==> src/rtl/sparse_feature_encoder.sv <==
// sparse_feature_encoder: drops zero pixels and packs nonzeros into 4-lane (value, col, row) beats
module sparse_feature_encoder #(
  parameter int col_length = 8,
  parameter int word_length = 8,
  parameter int double_word_length = 16,
  parameter int image_size = 28,
  parameter int num_channels = 6
) (
  input  logic                            clk,
  input  logic                            rst,
  input  logic                            in_valid,
  output logic                            in_ready,
  input  logic [word_length-1:0]          pixel_in,
  output logic                            out_valid,
  input  logic                            out_ready,
  output logic [4*word_length-1:0]        feature_value,
  output logic [4*col_length-1:0]         feature_cols,
  output logic [4*col_length-1:0]         feature_rows,
  output logic [3:0]                      lane_mask,
  output logic                            out_last,
  output logic [double_word_length-1:0]   out_channel,
  output logic [double_word_length-1:0]   feature_valid_num,
  output logic                            frame_done
);
  logic [col_length-1:0] row, col;
  logic [1:0] fill_idx;
  logic [4*word_length-1:0] buf_value, nxt_value;
  logic [4*col_length-1:0] buf_cols, buf_rows, nxt_cols, nxt_rows;
  logic [3:0] buf_mask, nxt_mask;
  logic [double_word_length-1:0] nz_count, nxt_count, channel;
  logic accept, nz, last_col, last_px, emit;
  assign in_ready = !out_valid || out_ready;
  assign accept = in_valid && in_ready;
  assign nz = pixel_in != '0;
  assign last_col = col == col_length'(image_size - 1);
  assign last_px = last_col && row == col_length'(image_size - 1);
  assign emit = accept && ((nz && fill_idx == 2'd3) || (last_px && (fill_idx != 2'd0 || nz)));
  assign nxt_count = (accept && nz && nz_count != '1) ? nz_count + 1'b1 : nz_count;
  // pending beat with the incoming nonzero merged into lane fill_idx
  always_comb begin
    nxt_value = buf_value;
    nxt_cols = buf_cols;
    nxt_rows = buf_rows;
    nxt_mask = buf_mask;
    if (nz) begin
      nxt_value[int'(fill_idx)*word_length +: word_length] = pixel_in;
      nxt_cols[int'(fill_idx)*col_length +: col_length] = col;
      nxt_rows[int'(fill_idx)*col_length +: col_length] = row;
      nxt_mask[fill_idx] = 1'b1;
    end
  end
  always_ff @(posedge clk) begin
    if (!rst) begin
      row <= '0;
      col <= '0;
      fill_idx <= '0;
      buf_value <= '0;
      buf_cols <= '0;
      buf_rows <= '0;
      buf_mask <= '0;
      nz_count <= '0;
      channel <= '0;
      out_valid <= 1'b0;
      feature_value <= '0;
      feature_cols <= '0;
      feature_rows <= '0;
      lane_mask <= '0;
      out_last <= 1'b0;
      out_channel <= '0;
      feature_valid_num <= '0;
      frame_done <= 1'b0;
    end else begin
      frame_done <= accept && last_px;
      if (out_valid && out_ready) out_valid <= 1'b0;
      if (accept) begin
        col <= last_col ? '0 : col + 1'b1;
        row <= last_px ? '0 : (last_col ? row + 1'b1 : row);
        if (emit) begin
          out_valid <= 1'b1;
          feature_value <= nxt_value;
          feature_cols <= nxt_cols;
          feature_rows <= nxt_rows;
          lane_mask <= nxt_mask;
          out_last <= last_px;
          out_channel <= channel;
          buf_value <= '0;
          buf_cols <= '0;
          buf_rows <= '0;
          buf_mask <= '0;
          fill_idx <= '0;
        end else if (nz) begin
          buf_value <= nxt_value;
          buf_cols <= nxt_cols;
          buf_rows <= nxt_rows;
          buf_mask <= nxt_mask;
          fill_idx <= fill_idx + 1'b1;
        end
        if (last_px) begin
          feature_valid_num <= nxt_count;
          nz_count <= '0;
          channel <= (channel == double_word_length'(num_channels - 1)) ? '0 : channel + 1'b1;
        end else begin
          nz_count <= nxt_count;
        end
      end
    end
  end
endmodule

==> config.mk <==
export PLATFORM = sky130hd
export DESIGN_NAME = sparse_feature_encoder
export DESIGN_NICKNAME = d
export VERILOG_FILES = /design/src/rtl/sparse_feature_encoder.sv
export SDC_FILE = /design/constraint.sdc
export NUM_CORES = 1
export LEC_CHECK = 0
export CELL_PAD_IN_SITES_DETAIL_PLACEMENT = 0
export CELL_PAD_IN_SITES_GLOBAL_PLACEMENT = 1
export CORE_MARGIN = 10
export CORE_UTILIZATION = 42
export CTS_CLUSTER_DIAMETER = 150
export DETAILED_ROUTE_END_ITERATION = 8
export GPL_TIMING_DRIVEN = 0
export PLACE_DENSITY_LB_ADDON = 0.15
export SETUP_SLACK_MARGIN = 0.5
export SLEW_MARGIN = 20
export SYNTH_ARGS = -nofsm -noshare
export SYNTH_HDL_FRONTEND = slang
export SYNTH_SLANG_ARGS = --single-unit
==> constraint.sdc <==
create_clock -name clk -period 2.7 [get_ports clk]
set_input_delay 0.675 -clock clk [delete_from_list [all_inputs] [get_ports clk]]
set_output_delay 0.675 -clock clk [all_outputs]
set_load 0.03 [all_outputs]
==> results by group, run 1 <==
Clocking
  – H-tree depth: 1
  – CTS clk-pin slew, worst paths: 0.06 ns
  – Clock Latency Late Sink: 0.56 ns
  – Clock root cell: clkbuf_16
  – CTS Buf Count: 31
  – CTS tree: yes
  – Maximum buffer depth of the clock tree: 3
  – Clock sink count: 285

Finish
  – Most frequent cells in the layout: dfxtp_1 (276), a21oi_1 (219), dlygate4sd2_1 (135), a211oi_1 (121), nor2_1 (114)
  – Nets@finish: 1732
  – FILL cells: 2720
  – Most common cell after layout, fill and taps aside: dfxtp_1
  – Share of cells above drive strength 1: 21.05%
  – Multi-input combinational cell area: 0.006690 mm²
  – Layout area overhead: 34.41%
  – FF/Latch Area: 0.005724 mm²
  – Final Non-Filler Cells: 2121

Route
  – Remaining antenna violation count: 0
  – Pre-antenna DRT Iters: 7
  – DRT iter0 DRCs: 733
  – Avg WL per Cell: 20.76 µm
  – Vias: 12180
  – DRC viols: 0
  – Final wirelength: 44030 µm
  – Vias/cell: 5.743

Timing
  – Final Hold Fails: 0
  – Endpoints failing setup: 0
  – RSZ-0062 raised after global routing: true
  – Final Skew: 0.01717 ns
  – Minimum clock period after layout: 2.241 ns
  – FMAX: 446.3 MHz
  – Fin crit share: 82.98%
  – Worst slew margin: 46.73%
  – Worst-Margin Slew: 0.7990 ns
  – Post-route setup slack: 0.4595 ns
  – Count of pins over their slew limit: 0

Floorplanning
  – Site Rows: 63
  – Core ar.: 0.02956 mm²
  – Total die area: 0.03721 mm²
  – Initial core utilization: 42.48%
  – Chip Width: 192.9 µm
  – Boundary Pins: 148
  – Die Ht: 192.9 µm

Global route
  – Largest net degree at the start of global routing: 15
  – Number of global-route vias before repair: 11648
  – GRT Util Overall: 22.53%
  – First-pass GRT wire length: 66880 µm
  – Total congestion overflow: 0
  – Initial antenna violation count: 1

Power
  – P per Cell Area: 589.8 mW/mm²
  – Clock share of power: 45.6%
  – Comb pwr share: 10.7%
  – Sw Ratio: 25.17%
  – Total net switching power: 0.002506 W
  – Seq pwr share: 43.7%
  – Peak supply drop: 439.0 µV
  – Pleak: 6.495 nW
  – Pint: 0.007448 W

Critical path
  – Critical path arrival: 2.70 ns
  – CP Max Fanout: 10
  – Crit Path Category: flop to flop
  – Setup crit end kind: flop
  – Critical Path RT: 3.16 ns
  – Startpoint Class: flop

Yosys
  – EDFF count, synth: 0
  – Mapped Avg Cell Area: 8.478 µm²
  – Synth Cell Area: 0.01256 mm²
  – Primary FF master, synth: dfxtp_1
  – Count of unique library cells instantiated by Yosys: 64
  – Share of synthesized flip-flops with an asynchronous set or reset: 0%
  – Syn nets: 1506
  – Total number of yosys warnings: 0
  – Synth Instances: 1481
  – Sequential cell area fraction in the yosys report: 45.44%
  – #FFs+latches synth: 285

Place
  – PortBufs: 146
  – Placed Instances: 2017
  – Dpl ws: -0.8619 ns
  – DP Wirelength: 30400 µm
  – Gpl congestion: 0.8859

Min path
  – Hold Crit Class: flop to flop

Flow run
  – Max cap viols: 0

Run status
  – Status: finished, final reports clean
-- power groups by stage --
stage | registers [W] | clock network [W] | logic [W]
2_1_floorplan | 0.00449 | 0 | 0.000493
3_3_place_gp | 0.00444 | 0 | 0.000866
6_report | 0.00435 | 0.00454 | 0.00106
5_1_grt | 0.00436 | 0.00478 | 0.00113
4_1_cts | 0.00435 | 0.00460 | 0.000952
3_5_place_dp | 0.00444 | 0 | 0.000872
-- stage by stage --
stage,cell area (µm²),power (W),setup TNS (ns),util [%],hold slack (ns)
6_report,16880,0.009954,0,57.09,0.4512
5_1_grt,16870,0.01027,0,57.08,0.4637
4_1_cts,16090,0.009901,0,54.42,0.4508
3_5_place_dp,14530,0.005317,-176.94,49.15,0.4429
3_3_place_gp,14530,0.005308,-172.60,49.15,0.4374
2_1_floorplan,12580,0.004980,0,-,0.4317
-- worst paths after layout --
check / endpoint / startpoint / slack, ns / cells after the start
setup / recovery: feature_value[3] / col[6] / 0.46 / 11
hold / removal: buf_rows[11] / buf_rows[11] / 0.45 / 2
setup reg to reg: feature_value[3] / col[6] / 0.46 / 11
hold reg to reg: buf_rows[11] / buf_rows[11] / 0.45 / 2
-- cells by family after synthesis --
kind of cell / Yosys count / synth area share, %
compound gates: 509 / 25.66
xor+xnor: 38 / 2.651
buf+inv: 160 / 5.820
simple gates: 476 / 19.13
fa+ha+maj: 13 / 1.295
flops: 285 / 45.44
-- metal layers --
| metal | wire length, µm | vias up | GRT usage, % |
|---|---|---|---|
| met4 | 932 | 0 | 6.331 |
| li1 | - | 5856 | - |
| met2 | 19170 | 369 | 33.95 |
| met3 | 3172 | 60 | 4.427 |
| met5 | 0 | - | 0 |
| met1 | 20760 | 5895 | 32.05 |
-- flip-flops by register name, indices dropped and copies added, names as in the netlist, 32 cells and up --
register	cells
buf_cols	32
buf_rows	32
buf_value	32
feature_cols	32
feature_rows	32
feature_value	32
-- final cells by class --
class,count,share of cell area [%]
multi-input combinational,1036,39.64
timing repair buffer,193,10.70
antenna,2,0.02966
clock buffer,40,5.093
sequential,285,33.92
clock inverter,15,1.335
inverter,11,0.2669
buffer,149,6.124
tap,390,2.891
-- critical path, cell delays in order (launching register included) --
cell,delay [ns]
dfxtp_2,0.32
buf_8,0.13
nor4_4,0.35
and2_4,0.20
buf_6,0.11
a32o_2,0.21
buf_12,0.13
buf_12,0.11
buf_12,0.10
buf_8,0.13
a21oi_1,0.07
a211oi_1,0.26
-- cell usage after synthesis (8+ instances only) --
master	n	share of area [%]
and2_1	13	0.65
inv_1	11	0.33
buf_1	9	0.27
o21ai_0	23	0.92
a211oi_2	12	1.2
nand2_1	111	3.3
xor2_1	11	0.77
buf_2	42	1.7
or3_1	10	0.50
a21oi_1	252	10
a31oi_1	20	1.0
nand3_1	95	3.8
ha_1	13	1.3
nor3_1	20	0.80
dfxtp_1	285	45
and3_1	56	2.8
clkbuf_1	84	2.5
a22oi_1	24	1.4
nand4_1	9	0.45
nor2_1	117	3.5
buf_6	8	0.72
a211oi_1	151	9.0
and4_1	8	0.56
xnor2_1	27	1.9
-- timing repair --
action | in CTS | in global routing
setup endpoints to repair | 419 | 252
resized for setup | 310 | 186
pin swaps | 23 | 68
cloned | 4 | 1
setup buffers | 20 | 22
hold buffers | 0 | 0
Power figures use the tool's default switching activity.
==> run 2, diff against run 1 <==
Clock period 2.7 ns to 2.3 ns, I/O delays scaled along.
==> results by group, run 2 (synthesis gave the netlist of run 1 again) <==
Flow run
  – Max cap viols: 0

Clocking
  – Maximum buffer depth of the clock tree: 3
  – CTS tree: yes
  – H-tree depth: 1
  – Clock root cell: clkbuf_16
  – Clock sink count: 285
  – CTS Buf Count: 31
  – CTS clk-pin slew, worst paths: 0.06 ns
  – Clock Latency Late Sink: 0.58 ns
  – # hold bufs at CTS: 0

Power
  – Clock share of power: 44.1%
  – P per Cell Area: 636.2 mW/mm²
  – Comb pwr share: 12.7%
  – Pleak: 7.052 nW
  – Seq pwr share: 43.2%
  – Peak supply drop: 523.4 µV
  – Sw Ratio: 26.53%
  – Total net switching power: 0.003140 W
  – Pint: 0.008694 W

Finish
  – Most frequent cells in the layout: dfxtp_1 (272), a21oi_1 (144), dlygate4sd2_1 (135), nor2_1 (113), a211oi_2 (112)
  – Share of cells above drive strength 1: 33.20%
  – Final Non-Filler Cells: 2158
  – Nets@finish: 1768
  – Most common cell after layout, fill and taps aside: dfxtp_1
  – FILL cells: 2586
  – Multi-input combinational cell area: 0.007595 mm²
  – FF/Latch Area: 0.005737 mm²
  – ANT cells: 0
  – Layout area overhead: 48.14%

Route
  – Vias: 12598
  – Vias/cell: 5.838
  – Pre-antenna DRT Iters: 5
  – DRC viols: 0
  – Remaining antenna violation count: 0
  – DRT iter0 DRCs: 979
  – Final wirelength: 46510 µm
  – Avg WL per Cell: 21.55 µm

Critical path
  – R2r endpoint: feature_cols[17]
  – Critical Path RT: 2.73 ns
  – Critical path arrival: 2.61 ns
  – Crit Path Category: flop to flop
  – CP Max Fanout: 8
  – Startpoint Class: flop
  – Worst Reg2Reg Path Length in Cells: 10
  – Reg-to-Reg Start: col[7]
  – Setup crit end kind: flop
  – Flop-to-flop setup slack: 0.12 ns

Floorplanning
  – Total die area: 0.03721 mm²
  – Site Rows: 63
  – Core ar.: 0.02956 mm²
  – Die Ht: 192.9 µm
  – Boundary Pins: 148
  – Initial core utilization: 42.48%
  – Chip Width: 192.9 µm

Min path
  – Hold depth: 3
  – Hold Crit Class: input port to flop
  – Worst hold start: pixel_in[5]
  – Worst Hold Endpoint: buf_value[13]

Global route
  – Largest net degree at the start of global routing: 16
  – First-pass GRT wire length: 67980 µm
  – GRT Util Overall: 23.06%
  – Total congestion overflow: 0
  – Number of global-route vias before repair: 11553
  – Initial antenna violation count: 0

Timing
  – Final Hold Fails: 0
  – RSZ-0062 raised after global routing: true
  – Hold_ws: 0.2869 ns
  – Worst-Margin Slew: 0.7759 ns
  – Worst slew margin: 48.27%
  – Count of pins over their slew limit: 0
  – Post-route setup slack: 0.1214 ns
  – Endpoints failing setup: 0
  – Final Skew: 0.01348 ns
  – Minimum clock period after layout: 2.179 ns
  – Fin crit share: 94.72%
  – FMAX: 459.0 MHz

Place
  – Placed Instances: 2017
  – PortBufs: 146
  – DP Wirelength: 30670 µm
  – Dpl ws: -1.035 ns
  – Gpl congestion: 0.8543

Run status
  – Status: finished, final reports clean
## run 2: metal layers
layer	track usage, %	up-vias	routed length (µm)
met3	3.668	67	2898
li1	-	5933	-
met4	5.266	0	1018
met2	36.98	413	21610
met5	0	-	0
met1	31.93	6185	20980
## run 2: layout make-up
type                            instances  share of cell area [%]
Inverter                               11                  0.2623
Sequential cell                       285                   30.84
Buffer                                149                   7.595
Clock inverter                         18                   1.110
Multi-Input combinational cell       1037                   40.83
Clock buffer                           40                   4.621
Timing Repair Buffer                  228                   12.11
Tap cell                              390                   2.623
## run 2: worst max path at each step
stage | start | endpoint | slack [ns] | depth (start not counted)
after global placement | pixel_in[0] | buf_value[27] | -0.98 | 8
final | col[7] | feature_cols[17] | 0.12 | 10
after CTS | nz_count[1] | feature_valid_num[8] | 0.16 | 6
after detailed placement | pixel_in[4] | buf_value[7] | -1.03 | 8
after global routing | col[7] | feature_cols[17] | 0.1 | 10
after floorplan | pixel_in[0] | feature_valid_num[8] | 0.21 | 6
## run 2: through the flow
| step | cell area, µm² | power, W | util, % | TNS, ns |
|---|---|---|---|---|
| 2_1_floorplan | 13430 | 0.005971 | - | 0 |
| 3_3_place_gp | 15380 | 0.006356 | 52.02 | -216.37 |
| 3_5_place_dp | 15380 | 0.006371 | 52.02 | -220.14 |
| 4_1_cts | 17100 | 0.01163 | 57.85 | 0 |
| 5_1_grt | 18600 | 0.01219 | 62.92 | 0 |
| 6_report | 18600 | 0.01183 | 62.92 | 0 |
## run 2: critical path: stages (launching register included)
cell and delay, ns:
dfxtp_2 0.32, buf_6 0.11, nor4_4 0.35, and2_4 0.20
buf_6 0.11, a32oi_4 0.13, buf_6 0.16, nor2_4 0.19
buf_12 0.22, clkbuf_16 0.18, a211oi_2 0.06
## run 2: power groups by stage
stage	logic (W)	clock network [W]	registers, W
6_report	0.00151	0.00521	0.00511
5_1_grt	0.00159	0.00548	0.00512
4_1_cts	0.00123	0.00528	0.00511
3_5_place_dp	0.00114	0	0.00523
3_3_place_gp	0.00113	0	0.00522
2_1_floorplan	0.000697	0	0.00527
## run 2: what timing repair did
action	4_1_cts	5_1_grt
resized for setup	316	286
pin swaps	16	62
gates cloned	4	14
hold endpoints to repair	0	0
endpoints found under the setup margin	421	421
buffers inserted	32	33
==> run 3, diff against run 2 <==
Settings changed: CAP_MARGIN set to 20, CORE_UTILIZATION 42 to 40, CTS_BUF_LIST set to sky130_fd_sc_hd__clkbuf_8.
==> results by group, run 3 (synthesis gave the netlist of run 1 again) <==
Power
  – P per Cell Area: 586.3 mW/mm²
  – Pleak: 7.179 nW
  – Peak supply drop: 398.6 µV

Timing
  – Minimum clock period after layout: 2.239 ns
  – FMAX: 446.6 MHz
  – Endpoints failing setup: 0
  – Worst-Margin Slew: 0.8639 ns
  – Post-route setup slack: 0.06098 ns
  – RSZ-0062 raised after global routing: true
  – Count of pins over their slew limit: 0
  – Final Hold Fails: 0
  – Worst slew margin: 42.41%
  – Fin crit share: 97.35%
  – Final Skew: 0.01601 ns

Clocking
  – # hold bufs at CTS: 0
  – CTS tree: yes
  – CTS Buf Count: 49
  – CTS clk-pin slew, worst paths: 0.06 ns
  – Clock root cell: clkbuf_8
  – H-tree depth: 2
  – Clock sink count: 285
  – Maximum buffer depth of the clock tree: 3
  – Clock Latency Late Sink: 0.58 ns

Finish
  – Share of cells above drive strength 1: 49.18%
  – Final core utilization: 62.99%
  – FILL cells: 2628
  – Most frequent cells in the layout: dfxtp_1 (264), a211oi_2 (151), clkbuf_2 (143), a21oi_2 (138), a21oi_1 (114)
  – FF/Latch Area: 0.005744 mm²
  – Most common cell after layout, fill and taps aside: dfxtp_1
  – Post-route cell area: 0.01937 mm²
  – Nets@finish: 1820
  – Layout area overhead: 54.27%
  – ANT cells: 0
  – Multi-input combinational cell area: 0.008232 mm²

Route
  – Vias/cell: 5.959
  – Pre-antenna DRT Iters: 5
  – Remaining antenna violation count: 0
  – Vias: 13252
  – Avg WL per Cell: 22.73 µm
  – DRC viols: 0
  – DRT iter0 DRCs: 1119
  – Final wirelength: 50560 µm

Critical path
  – Reg-to-Reg Start: col[5]
  – Critical-path cell with the highest stage delay: nor4_4
  – Worst Reg2Reg Path Length in Cells: 11
  – Critical Path RT: 2.73 ns
  – Slowest cell delay on critical path: 0.37 ns
  – Critical path startpoint: col[5]
  – CP Max Fanout: 5
  – Setup crit end kind: flop
  – Critical path arrival: 2.67 ns
  – Crit-path cells: buf_8 > nor4_4 > and2_4 > buf_6 > a32oi_4 > buf_6 > nor2_4 > buf_12 > buf_12 > clkbuf_16 > a211oi_2
  – Startpoint Class: flop
  – Crit Path Category: flop to flop

Global route
  – Largest net degree at the start of global routing: 13
  – Total congestion overflow: 0
  – Initial antenna violation count: 0
  – First-pass GRT wire length: 69750 µm
  – Number of global-route vias before repair: 11902
  – GRT Util Overall: 22.47%

Place
  – Gpl congestion: 0.8612
  – DP Wirelength: 30990 µm
  – Area after DPL: 0.01538 mm²
  – PortBufs: 146
  – Dpl ws: -1.044 ns

Floorplanning
  – Total die area: 0.03888 mm²
  – Initial core utilization: 40.83%
  – Boundary Pins: 148
  – Die Ht: 197.2 µm
  – Chip Width: 197.2 µm
  – Core ar.: 0.03075 mm²
  – Site Rows: 64

Run status
  – Status: finished, final reports clean

Min path
  – Hold Crit Class: input port to flop
  – Hold depth: 3
  – Worst hold start: pixel_in[1]

Flow run
  – Max cap viols: 0
## run 3: changes by cell type in the layout (fill, tap and decap cells not counted), sizes merged
| cell | change |
|---|---|
| clkbuf | +163 |
| dlygate4sd2 | -135 |
| buf | +33 |
| inv | +14 |
| clkinv | -8 |
| bufinv | -4 |
| a21o | -1 |
| bufbuf | -1 |
| clkdlybuf4s50 | -1 |
| clkinvlp | -1 |
| dlymetal6s2s | +1 |
## run 3: path summary, 6_finish.rpt
path	to	slack, ns
worst min register to register	buf_value[9]	0.45
worst max register to register	feature_rows[2]	0.06
worst max-delay path	feature_rows[2]	0.06
worst min-delay path	buf_value[9]	0.33
## run 3: timing repair
action | in CTS | in global routing
endpoints found under the setup margin | 421 | 421
gates cloned | 2 | 30
gates resized for setup | 306 | 802
pin swaps | 18 | 94
setup buffers | 38 | 47
## run 3: cell type report
type	instances	share of cell area [%]
multi-input cells	1036	42.50
clock buffers	65	4.619
plain buffers	149	7.584
well taps	396	2.558
clock inverters	19	0.4328
repair buffers	263	12.42
inverters	11	0.2390
flip-flops and latches	285	29.66
## run 3: metrics by stage
step / total power [W] / TNS, ns / hold slack, ns / instances
2_1_floorplan: 0.005971 / 0 / 0.4317 / 1481
3_3_place_gp: 0.006361 / -218.45 / 0.4390 / 2023
3_5_place_dp: 0.006373 / -222.75 / 0.4446 / 2023
4_1_cts: 0.01106 / 0 / 0.3401 / 2147
5_1_grt: 0.01171 / 0 / 0.3104 / 2224
6_report: 0.01136 / 0 / 0.3284 / 2224
## run 3: worst max-delay path, delay by kind of cell (launching register included)
kind / cells / cell delay (ns)
buffers and inverters: 6 / 0.84
flip-flops: 1 / 0.32
AO/OA/AOI/OAI: 2 / 0.20
AND/OR/NAND/NOR: 3 / 0.73
## run 3: power breakdown
part           total, W  internal, W  switching [W]
logic           0.00157     0.000577       0.000995
registers       0.00512      0.00504      0.0000756
clock network   0.00466      0.00251        0.00216
total            0.0114      0.00813        0.00323
## run 3: per-layer routing
| metal | GRT usage [%] | routed length, µm | vias to the layer above |
|---|---|---|---|
| met5 | 0 | 0 | - |
| met4 | 6.665 | 1366 | 0 |
| met3 | 4.532 | 3276 | 100 |
| met2 | 35.01 | 23500 | 492 |
| met1 | 30.73 | 22410 | 6612 |
| li1 | - | - | 6048 |
